$ cat src/rtl/uart_tx.sv
// uart_tx: 8N1 UART transmitter, LSB first, one byte per frame.
// Streams back-to-back frames while tx_en is held high. tx_data_in is
// re-sampled at the start of every frame.
// Optional feature: define UART_TX_PARITY_EN to insert an even-parity bit
// after data bit 7, which makes the frame 11 bits long.
// All outputs are registered. Reset is asynchronous and active-high.
module uart_tx #(
    parameter int CLKS_PER_BIT = 217
) (
    input  logic       clk,
    input  logic       reset,
    input  logic       tx_en,
    input  logic [7:0] tx_data_in,
    output logic       tx_data_out,
    output logic       start,
    output logic       busy,
    output logic       done
);

    localparam int CW = (CLKS_PER_BIT > 1) ? $clog2(CLKS_PER_BIT) : 1;
    localparam logic [CW-1:0] BAUD_LAST = CW'(CLKS_PER_BIT - 1);

    typedef enum logic [2:0] {
        IDLE   = 3'd0,
        START  = 3'd1,
        DATA   = 3'd2,
`ifdef UART_TX_PARITY_EN
        PARITY = 3'd3,
`endif
        STOP   = 3'd4,
        DONE   = 3'd5
    } state_t;

    state_t        state;
    logic [CW-1:0] baud_cnt;
    logic [2:0]    bit_idx;
    logic [7:0]    data_reg;
    logic          baud_tc;

    // Terminal count of the per-bit baud counter
    assign baud_tc = (baud_cnt == BAUD_LAST);

    // Frame sequencer: the state, counters, latched byte and registered outputs
    always_ff @(posedge clk or posedge reset) begin
        if (reset) begin
            state       <= IDLE;
            baud_cnt    <= '0;
            bit_idx     <= '0;
            data_reg    <= '0;
            tx_data_out <= 1'b1;
            start       <= 1'b0;
            busy        <= 1'b0;
            done        <= 1'b0;
        end else begin
            start <= 1'b0;
            done  <= 1'b0;
            case (state)
                IDLE: begin
                    tx_data_out <= 1'b1;
                    busy        <= 1'b0;
                    if (tx_en) begin
                        data_reg    <= tx_data_in;
                        bit_idx     <= '0;
                        baud_cnt    <= '0;
                        state       <= START;
                        tx_data_out <= 1'b0;
                        start       <= 1'b1;
                        busy        <= 1'b1;
                    end
                end
                START: begin
                    if (baud_tc) begin
                        baud_cnt    <= '0;
                        state       <= DATA;
                        tx_data_out <= data_reg[0];
                    end else begin
                        baud_cnt <= baud_cnt + CW'(1);
                    end
                end
                DATA: begin
                    if (baud_tc) begin
                        baud_cnt <= '0;
                        if (bit_idx == 3'd7) begin
`ifdef UART_TX_PARITY_EN
                            state       <= PARITY;
                            tx_data_out <= ^data_reg;
`else
                            state       <= STOP;
                            tx_data_out <= 1'b1;
`endif
                        end else begin
                            // The bit to drive next is looked up ahead of the
                            // index update, so the line is already correct on
                            // the first cycle of that bit.
                            bit_idx     <= bit_idx + 3'd1;
                            tx_data_out <= data_reg[bit_idx + 3'd1];
                        end
                    end else begin
                        baud_cnt <= baud_cnt + CW'(1);
                    end
                end
`ifdef UART_TX_PARITY_EN
                PARITY: begin
                    if (baud_tc) begin
                        baud_cnt    <= '0;
                        state       <= STOP;
                        tx_data_out <= 1'b1;
                    end else begin
                        baud_cnt <= baud_cnt + CW'(1);
                    end
                end
`endif
                STOP: begin
                    tx_data_out <= 1'b1;
                    if (baud_tc) begin
                        baud_cnt <= '0;
                        state    <= DONE;
                        busy     <= 1'b0;
                        done     <= 1'b1;
                    end else begin
                        baud_cnt <= baud_cnt + CW'(1);
                    end
                end
                DONE: begin
                    tx_data_out <= 1'b1;
                    busy        <= 1'b0;
                    state       <= IDLE;
                end
                default: begin
                    state       <= IDLE;
                    baud_cnt    <= '0;
                    tx_data_out <= 1'b1;
                    busy        <= 1'b0;
                end
            endcase
        end
    end

endmodule

$ cat config.mk
export PLATFORM = sky130hd
export DESIGN_NAME = uart_tx
export DESIGN_NICKNAME = d
export VERILOG_FILES = /design/src/rtl/uart_tx.sv
export SDC_FILE = /design/constraint.sdc
export NUM_CORES = 1
export LEC_CHECK = 0
export CAP_MARGIN = 20
export CORE_UTILIZATION = 58
export CTS_BUF_LIST = sky130_fd_sc_hd__clkbuf_4
export DETAILED_ROUTE_END_ITERATION = 12
export GPL_ROUTABILITY_DRIVEN = 0
export HOLD_SLACK_MARGIN = 0.08
export PLACE_DENSITY = 0.82
export SYNTH_ARGS = -nofsm -noshare
export SYNTH_HDL_FRONTEND = slang
export SYNTH_SLANG_ARGS = --single-unit
$ cat constraint.sdc
create_clock -name clk -period 2.5 [get_ports clk]
set_clock_uncertainty 0.15 [all_clocks]
set_input_delay 0.5 -clock clk [delete_from_list [all_inputs] [get_ports clk]]
set_output_delay 0.5 -clock clk [all_outputs]
set_load 0.05 [all_outputs]
==> flow_metrics.env, run 1 <==
export IMPL_max_vdd_ir_drop_uv=560
export IMPL_viasPerCell=5.87
export IMPL_cts_setup_buffers=0
export IMPL_synthAdderAreaFrac=0.0356
export IMPL_synth_compound_area_frac=0.109
export IMPL_synth_top_family_by_area="simple AND/OR/NAND/NOR gates"
export IMPL_async_reset_ff_frac=1.00
export IMPL_fin_crit_sh=0.925
export IMPL_slew_violations=0
export IMPL_n_fill_cell=177
export IMPL_grt_usage=0.240
export IMPL_drc=0
export IMPL_synth_nets=151
export IMPL_end_kind="primary output"
export IMPL_ant_nets=0
export IMPL_die_h_microns=51.2
export IMPL_antenna_found_initial=0
export IMPL_hold_buffers=0
export IMPL_synth_mux_area_frac=0.104
export IMPL_yosysWarnings=0
export IMPL_holdPathStages=1
export IMPL_crit_path_max_fanout=2
export IMPL_critPathArrivalTime_ns=1.66
export IMPL_syn_avg_cell_area_sq_um=10.3
export IMPL_hold_viol=0
export IMPL_n_antenna_cell=0
export IMPL_ys_flop_type="dfrtp_1"
export IMPL_status="complete, no violations"
export IMPL_grt_max_degree=27
export IMPL_synthSimpleGateAreaFrac=0.198
export IMPL_grt_pass1_wl_microns=4560
export IMPL_critical_path_max_stage_delay_ns=0.79
export IMPL_layout_common_cells="dfrtp_1 (25), clkdlybuf4s50_1 (14), a21oi_1 (10)"
export IMPL_cp_start_kind="flop"
export IMPL_final_util=0.709
export IMPL_synthCells=136
export IMPL_worstPathRequired_ns=1.85
export IMPL_min_to="data_reg[4]"
export IMPL_via_count=1044
export IMPL_syn2layout_area_growth_pct=13.6
export IMPL_drt_wl_total_microns=2570
export IMPL_synth_cell_types=39
export IMPL_ys_seq_area_frac=0.464
export IMPL_clock_fmax_mhz=432
export IMPL_hold_path_class="flop to flop"
export IMPL_wl_per_cell_microns=14.4
export IMPL_synth_xor_xnor_area_share=0.0436
export IMPL_setup_tns_ns=0
export IMPL_first_iter_violations=27
export IMPL_crit_type="flop to primary output"
export IMPL_fin_nets=166
export IMPL_grt_pass1_vias=1029
export IMPL_cts_buffers=3
export IMPL_h_tree_depth=1
export IMPL_clk_latency_ns=0.32
export IMPL_cpLargestDelayFamily="buffers and inverters"
export IMPL_rows=17
export IMPL_rsz0062_at_grt="false"
export IMPL_r2r_cells=5
export IMPL_cts_resized=0
export IMPL_power_density_nw_per_um2=760
export IMPL_final_common_cell="dfrtp_1"
export IMPL_rrSetupSlack_ns=0.41
export IMPL_cts_tree="yes"
export IMPL_firstDrtPassIters=4
export IMPL_dieWidth_microns=51.2
export IMPL_netlist_area_sq_um=1410
export IMPL_p_leak_nw=0.649
export IMPL_synth_seq_cells=26
export IMPL_setup_viol=0
export IMPL_drv_cap=0
export IMPL_grt_overflow=0
export IMPL_coreArea_sq_um=2250
export IMPL_die_area_sq_um=2630
export IMPL_synth_edf_count=0
export IMPL_min_from="data_reg[4]"
export IMPL_maxSlewHeadroom=0.451
export IMPL_clockRootBuffer="clkbuf_4"
export IMPL_drive_gt1_frac=0.153
export IMPL_crit_chain="clkdlybuf4s50_1"
export IMPL_crit_buf_inv=1
export IMPL_path_clk_slew_ns=0.12
export IMPL_r2r_start="bit_idx[0]"
export IMPL_r2r_end="tx_data_out"
export IMPL_io_pin_count=15
export IMPL_clock_sinks=26
export IMPL_slowest_stage="clkdlybuf4s50_1"
export IMPL_start_util=0.624
export IMPL_dp_hpwl_microns=1910
export IMPL_port_buffers=14
export IMPL_worst_pin_slew_ns=0.816
export IMPL_cts_buffer_depth=2
export IMPL_fin_crit_ns=2.31
synth_stat cells, types with 2 or more instances:
| library cell | n | area [sq um] |
|---|---|---|
| nor4_1 | 3 | 18.8 |
| inv_1 | 6 | 22.5 |
| buf_6 | 2 | 22.5 |
| nor2_1 | 8 | 30.0 |
| a21oi_1 | 10 | 50.1 |
| nand3_1 | 8 | 40.0 |
| ha_1 | 4 | 50.1 |
| a211oi_1 | 2 | 15.0 |
| nor4b_1 | 2 | 17.5 |
| o21ai_0 | 4 | 20.0 |
| nand2_1 | 9 | 33.8 |
| mux4_2 | 2 | 45.0 |
| dfrtp_1 | 25 | 626 |
| nand2b_1 | 5 | 31.3 |
| xnor2_1 | 6 | 52.6 |
| nor3_1 | 4 | 20.0 |
| clkbuf_1 | 4 | 15.0 |
| o211ai_1 | 3 | 22.5 |
| mux2_2 | 9 | 101 |
power breakdown:
group	total (mW)	internal (mW)	switching (mW)	leakage [nW]
Combinational	0.399	0.196	0.203	0.313
Clock	0.192	0.0734	0.118	0.0184
Sequential	0.623	0.525	0.0981	0.317
Total	1.21	0.794	0.419	0.649
logic make-up after synthesis:
logic type                 after synthesis
and+or+nand+nor                         50
DFF                                     26
AOI/OAI and AO/OA                       25
buffers and inverters                   13
muxes                                   11
xor gates and xnor gates                 7
adders and majority gates                4
metal layers:
layer / track usage / routed length [microns] / up-vias
met2: 0.386 / 1250 / 24
met1: 0.320 / 1190 / 499
met4: 0.104 / 44 / 0
met5: 0 / 0 / -
li1: - / - / 516
met3: 0.0387 / 84 / 5
area by class of cell:
class                   instances  area [sq um]  area share
multi-input cells              97           696       0.435
flip-flops and latches         26           652       0.408
repair buffers                 17           163       0.102
well taps                      28          35.0      0.0219
clock buffers                   4          30.0      0.0188
inverters                       6          22.5      0.0141
metrics by stage:
stage / std cells / cell area, sq um / power, mW / hold slack (ns) / worst slack, ns
after floorplan: 136 / 1410 / 0.915 / 0.325 / 0.551
after global placement: 174 / 1570 / 1.01 / 0.340 / 0.241
after detailed placement: 174 / 1570 / 1.03 / 0.352 / 0.140
after CTS: 178 / 1600 / 1.23 / 0.384 / 0.165
after global routing: 178 / 1600 / 1.30 / 0.396 / 0.133
final: 178 / 1600 / 1.21 / 0.375 / 0.187
worst max path at each step:
stage | from | end | slack [ns] | depth (start not counted)
floorplan | bit_idx[0] | tx_data_out | 0.55 | 5
global placement | tx_en | baud_cnt[7] | 0.24 | 5
global route | tx_data_out | tx_data_out | 0.13 | 1
CTS | tx_data_out | tx_data_out | 0.17 | 1
finish | tx_data_out | tx_data_out | 0.19 | 1
detailed placement | tx_en | baud_cnt[6] | 0.14 | 5
Note: power is estimated with default switching activity, not from simulation.
==> inputs of run 2 (changes only) <==
- CORE_UTILIZATION: 58 -> 52
- CTS_CLUSTER_SIZE: unset -> 30
- PLACE_DENSITY: 0.82 -> 0.77
- clock period: 2.5 -> 2.1 ns (I/O delays scaled with it)
==> run 2 against run 1 <==
Against the previous run:
- utilization fell by 4.6 points
- via count rose by 2.1%
- final cell count rose by 6.7%
- first-iteration DRC count fell by 48%
- sequential cell count did not move
- critical path depth did not move
- sequential power rose by 19%
- critical endpoint is now start
- largest cell class unchanged
- largest power group unchanged
==> flow_metrics.env, run 2 (synthesis results as in run 1) <==
export IMPL_slew_violations=0
export IMPL_worstPathRequired_ns=1.53
export IMPL_cts_tree="yes"
export IMPL_setup_viol=0
export IMPL_grt_usage=0.218
export IMPL_p_leak_nw=0.716
export IMPL_combinationalPowerShare=0.334
export IMPL_status="complete, no violations"
export IMPL_die_area_sq_um=2920
export IMPL_hold_viol=0
export IMPL_drt_wl_total_microns=2720
export IMPL_slowest_stage="clkdlybuf4s50_1"
export IMPL_via_count=1066
export IMPL_layout_common_cells="dfrtp_1 (25), buf_4 (14), clkdlybuf4s50_1 (11)"
export IMPL_clockRootBuffer="clkbuf_4"
export IMPL_max_vdd_ir_drop_uv=602
export IMPL_cts_buffers=3
export IMPL_crit_buf_inv=1
export IMPL_rrSetupSlack_ns=0.10
export IMPL_fin_crit_ns=2.04
export IMPL_h_tree_depth=1
export IMPL_crit_type="flop to primary output"
export IMPL_hold_buffers=0
export IMPL_antenna_found_initial=0
export IMPL_route_met2_wl_microns=1300
export IMPL_first_iter_violations=14
export IMPL_final_util=0.662
export IMPL_dr_wl_met3_microns=101
export IMPL_p_switching_mw=0.507
export IMPL_clk_latency_ns=0.32
export IMPL_fin_area_sq_um=1670
export IMPL_clock_fmax_mhz=489
export IMPL_io_pin_count=15
export IMPL_final_common_cell="dfrtp_1"
export IMPL_power_density_nw_per_um2=857
export IMPL_cpLargestDelayFamily="buffers and inverters"
export IMPL_grt_pass1_wl_microns=4550
export IMPL_rsz0062_at_grt="false"
export IMPL_fin_nets=176
export IMPL_dp_hpwl_microns=1980
export IMPL_drv_cap=0
export IMPL_fin_crit_sh=0.973
export IMPL_fin_cells=190
export IMPL_critPathArrivalTime_ns=1.47
export IMPL_drt_met1_wl_microns=1300
export IMPL_start_util=0.558
export IMPL_maxSlewHeadroom=0.666
export IMPL_whs_ns=0.285
export IMPL_cts_setup_buffers=0
export IMPL_drc=0
export IMPL_dieWidth_microns=54.0
export IMPL_seq_power_share=0.516
export IMPL_syn2layout_area_growth_pct=18.8
export IMPL_critical_path_max_stage_delay_ns=0.80
export IMPL_crit_path_max_fanout=1
export IMPL_viasPerCell=5.61
export IMPL_path_clk_slew_ns=0.14
export IMPL_port_buffers=14
export IMPL_ant_nets=0
export IMPL_worst_pin_slew_ns=0.499
export IMPL_grt_max_degree=27
export IMPL_cts_buffer_depth=2
export IMPL_post_dp_cell_area_sq_um=1640
export IMPL_die_h_microns=54.0
export IMPL_grt_pass1_vias=1046
export IMPL_hold_path_class="primary input to asynchronous set/reset pin"
export IMPL_drive_gt1_frac=0.206
export IMPL_p_int_mw=0.924
export IMPL_firstDrtPassIters=4
export IMPL_grt_overflow=0
export IMPL_dr_max_layer_used="met4"
export IMPL_n_antenna_cell=0
export IMPL_wl_per_cell_microns=14.3
export IMPL_crit_chain="clkdlybuf4s50_1"
export IMPL_post_place_cells=186
export IMPL_end_kind="primary output"
export IMPL_clock_sinks=26
export IMPL_cp_start_kind="flop"
export IMPL_clkPwrFrac=0.150
export IMPL_rows=18
export IMPL_switching_share=0.354
export IMPL_coreArea_sq_um=2520
## run 2: power by group through the flow
stage | Clock, mW | Combinational (mW) | Sequential, mW
6_report | 0.214 | 0.478 | 0.739
4_1_cts | 0.225 | 0.483 | 0.737
5_1_grt | 0.244 | 0.541 | 0.755
2_1_floorplan | 0 | 0.298 | 0.791
3_3_place_gp | 0 | 0.472 | 0.739
3_5_place_dp | 0 | 0.484 | 0.748
## run 2: what timing repair did
| item | in CTS | in global routing |
|---|---|---|
| resized for setup | 1 | 1 |
| endpoints found under the hold margin | 0 | 0 |
| setup endpoints to repair | 1 | 1 |
## run 2: final timing paths
kind / depth (start not counted) / startpoint / endpoint
min reg2reg: 1 / data_reg[4] / data_reg[4]
max reg2reg: 5 / bit_idx[1] / tx_data_out
max: 1 / start / start
min in group clk: 1 / data_reg[4] / data_reg[4]
min: 3 / reset / data_reg[2]
max in group asynchronous: 3 / reset / tx_data_out
## run 2: cell type report
class	count	area [sq um]
sequential	26	652
clock inverter	1	3.75
inverter	6	22.5
tap	30	37.5
multi-input combinational	97	696
clock buffer	3	22.5
fill	214	852
timing repair buffer	27	236
## run 2: worst reg2reg max path, stage by stage (launching register included)
cell	delay, ns
dfrtp_1	0.42
ha_1	0.36
mux4_2	0.51
mux2_2	0.27
o21ai_0	0.14
a21oi_1	0.08
## run 2: per-layer routing
| layer | up-vias | GRT usage |
|---|---|---|
| li1 | 533 | - |
| met1 | 509 | 0.274 |
| met2 | 22 | 0.377 |
| met3 | 2 | 0.0311 |
| met4 | 0 | 0.0855 |
| met5 | - | 0 |
## run 2: metrics by stage
step / TNS, ns / total power, mW / setup WS, ns
after floorplan: 0 / 1.09 / 0.151
after global placement: -0.142 / 1.21 / -0.0934
after detailed placement: -0.130 / 1.23 / -0.117
after CTS: 0 / 1.44 / 0.0326
after global routing: 0 / 1.54 / 0.00535
final: 0 / 1.43 / 0.0562
==> inputs of run 3 (changes only) <==
- PLACE_DENSITY: 0.77 -> unset
- PLACE_DENSITY_LB_ADDON: unset -> 0.12
==> run 3 against run 2 <==
Against the previous run:
- critical path depth unchanged
- count of clock-buffer cells in the layout unchanged
- first-iteration DRC count increased by 50%
- fmax increased by 0.46%
- global-route usage increased by 1.1 points
- clock power increased by 3%
- utilization decreased by 0.099 points
- sequential share of layout area increased by 0.058 points
- critical path type unchanged
- largest cell class unchanged
==> flow_metrics.env, run 3 (synthesis results as in run 1) <==
export IMPL_end_kind="primary output"
export IMPL_syn2layout_area_growth_pct=18.6
export IMPL_slew_violations=0
export IMPL_crit_type="flop to primary output"
export IMPL_fin_crit_sh=0.969
export IMPL_drive_gt1_frac=0.203
export IMPL_dr_max_layer_used="met4"
export IMPL_drc=0
export IMPL_crit_buf_inv=1
export IMPL_slowest_stage="clkdlybuf4s50_1"
export IMPL_cts_tree="yes"
export IMPL_firstDrtPassIters=4
export IMPL_port_buffers=14
export IMPL_final_util=0.661
export IMPL_clock_sinks=26
export IMPL_dr_wl_met3_microns=73
export IMPL_drt_met1_wl_microns=1280
export IMPL_grt_pass1_vias=1106
export IMPL_hold_path_class="primary input to asynchronous set/reset pin"
export IMPL_drv_cap=0
export IMPL_n_antenna_cell=0
export IMPL_wl_per_cell_microns=14.8
export IMPL_coreArea_sq_um=2520
export IMPL_h_tree_depth=1
export IMPL_cp_start_kind="flop"
export IMPL_setup_viol=0
export IMPL_final_common_cell="dfrtp_1"
export IMPL_cts_buffer_depth=2
export IMPL_clk_latency_ns=0.32
export IMPL_start_util=0.558
export IMPL_dieWidth_microns=54.0
export IMPL_p_total_mw=1.44
export IMPL_path_clk_slew_ns=0.14
export IMPL_max_vdd_ir_drop_uv=760
export IMPL_grt_overflow=0
export IMPL_crit_chain="clkdlybuf4s50_1"
export IMPL_grt_usage=0.229
export IMPL_ant_nets=0
export IMPL_io_pin_count=15
export IMPL_antenna_found_initial=0
export IMPL_critical_path_max_stage_delay_ns=0.79
export IMPL_grt_max_degree=27
export IMPL_worstPathRequired_ns=1.53
export IMPL_status="complete, no violations"
export IMPL_die_area_sq_um=2920
export IMPL_die_h_microns=54.0
export IMPL_maxSlewHeadroom=0.659
export IMPL_fin_crit_ns=2.03
export IMPL_clockRootBuffer="clkbuf_4"
export IMPL_critPathArrivalTime_ns=1.46
export IMPL_worst_pin_slew_ns=0.510
export IMPL_drt_wl_total_microns=2790
export IMPL_rsz0062_at_grt="false"
export IMPL_clock_fmax_mhz=492
export IMPL_hold_viol=0
export IMPL_setup_ws_ns=0.0656
export IMPL_first_iter_violations=21
export IMPL_dp_hpwl_microns=2030
export IMPL_cts_setup_buffers=0
export IMPL_p_leak_nw=0.708
export IMPL_place_ws_ns=-0.00673
export IMPL_viasPerCell=5.90
export IMPL_setup_tns_ns=0
export IMPL_fin_nets=174
export IMPL_via_count=1109
export IMPL_hold_buffers=0
export IMPL_rows=18
export IMPL_layout_common_cells="dfrtp_1 (25), buf_4 (12), clkdlybuf4s50_1 (11)"
export IMPL_crit_path_max_fanout=1
export IMPL_power_density_nw_per_um2=866
export IMPL_cpLargestDelayFamily="buffers and inverters"
export IMPL_route_met2_wl_microns=1410
export IMPL_grt_pass1_wl_microns=4830
export IMPL_cts_buffers=3
[run 3: changes by cell type in the layout (fill, tap and decap cells not counted), sizes merged]
cell	previous run	this run
buf	14	12
[run 3: what timing repair did]
action	CTS	global route
gates cloned	0	0
setup endpoints to repair	1	2
gates resized for setup	1	2
[run 3: where the power goes]
| group | switching [mW] | leakage (nW) | internal [mW] |
|---|---|---|---|
| clock network | 0.150 | 0.0154 | 0.0698 |
| logic | 0.244 | 0.375 | 0.234 |
| registers | 0.122 | 0.317 | 0.624 |
[run 3: worst reg2reg max path: stages, from the launching register on]
cell and delay (ns):
dfrtp_1 0.45, ha_4 0.31, mux4_2 0.48, mux2_2 0.27, o21ai_0 0.17, a21oi_1 0.10
[run 3: worst paths after layout]
| kind | from | end | slack, ns | depth (start not counted) |
|---|---|---|---|---|
| max in group asynchronous | reset | tx_data_out | 1.23 | 3 |
| min in group clk | data_reg[6] | data_reg[6] | 0.37 | 1 |
| max reg2reg | bit_idx[1] | tx_data_out | 0.11 | 5 |
| max | done | done | 0.07 | 1 |
| min | reset | baud_cnt[5] | 0.28 | 3 |
| min reg2reg | data_reg[6] | data_reg[6] | 0.37 | 1 |
[run 3: routing by layer]
| metal | track usage | vias up |
|---|---|---|
| met5 | 0 | - |
| li1 | - | 532 |
| met3 | 0.0254 | 6 |
| met2 | 0.414 | 27 |
| met1 | 0.288 | 544 |
| met4 | 0.0641 | 0 |
[run 3: through the flow]
| step | cell area, sq um | hold WS (ns) | instances |
|---|---|---|---|
| 2_1_floorplan | 1410 | 0.309 | 136 |
| 3_3_place_gp | 1630 | 0.334 | 184 |
| 3_5_place_dp | 1630 | 0.342 | 184 |
| 4_1_cts | 1650 | 0.296 | 188 |
| 5_1_grt | 1670 | 0.304 | 188 |
| 6_report | 1670 | 0.278 | 188 |
[run 3: area by class of cell]
class                   count  area, sq um
well taps                  30         37.5
repair buffers             25          221
clock inverters             1         3.75
inverters                   6         22.5
flip-flops and latches     26          652
clock buffers               3         22.5
multi-input cells          97          708
fillers                   206          855
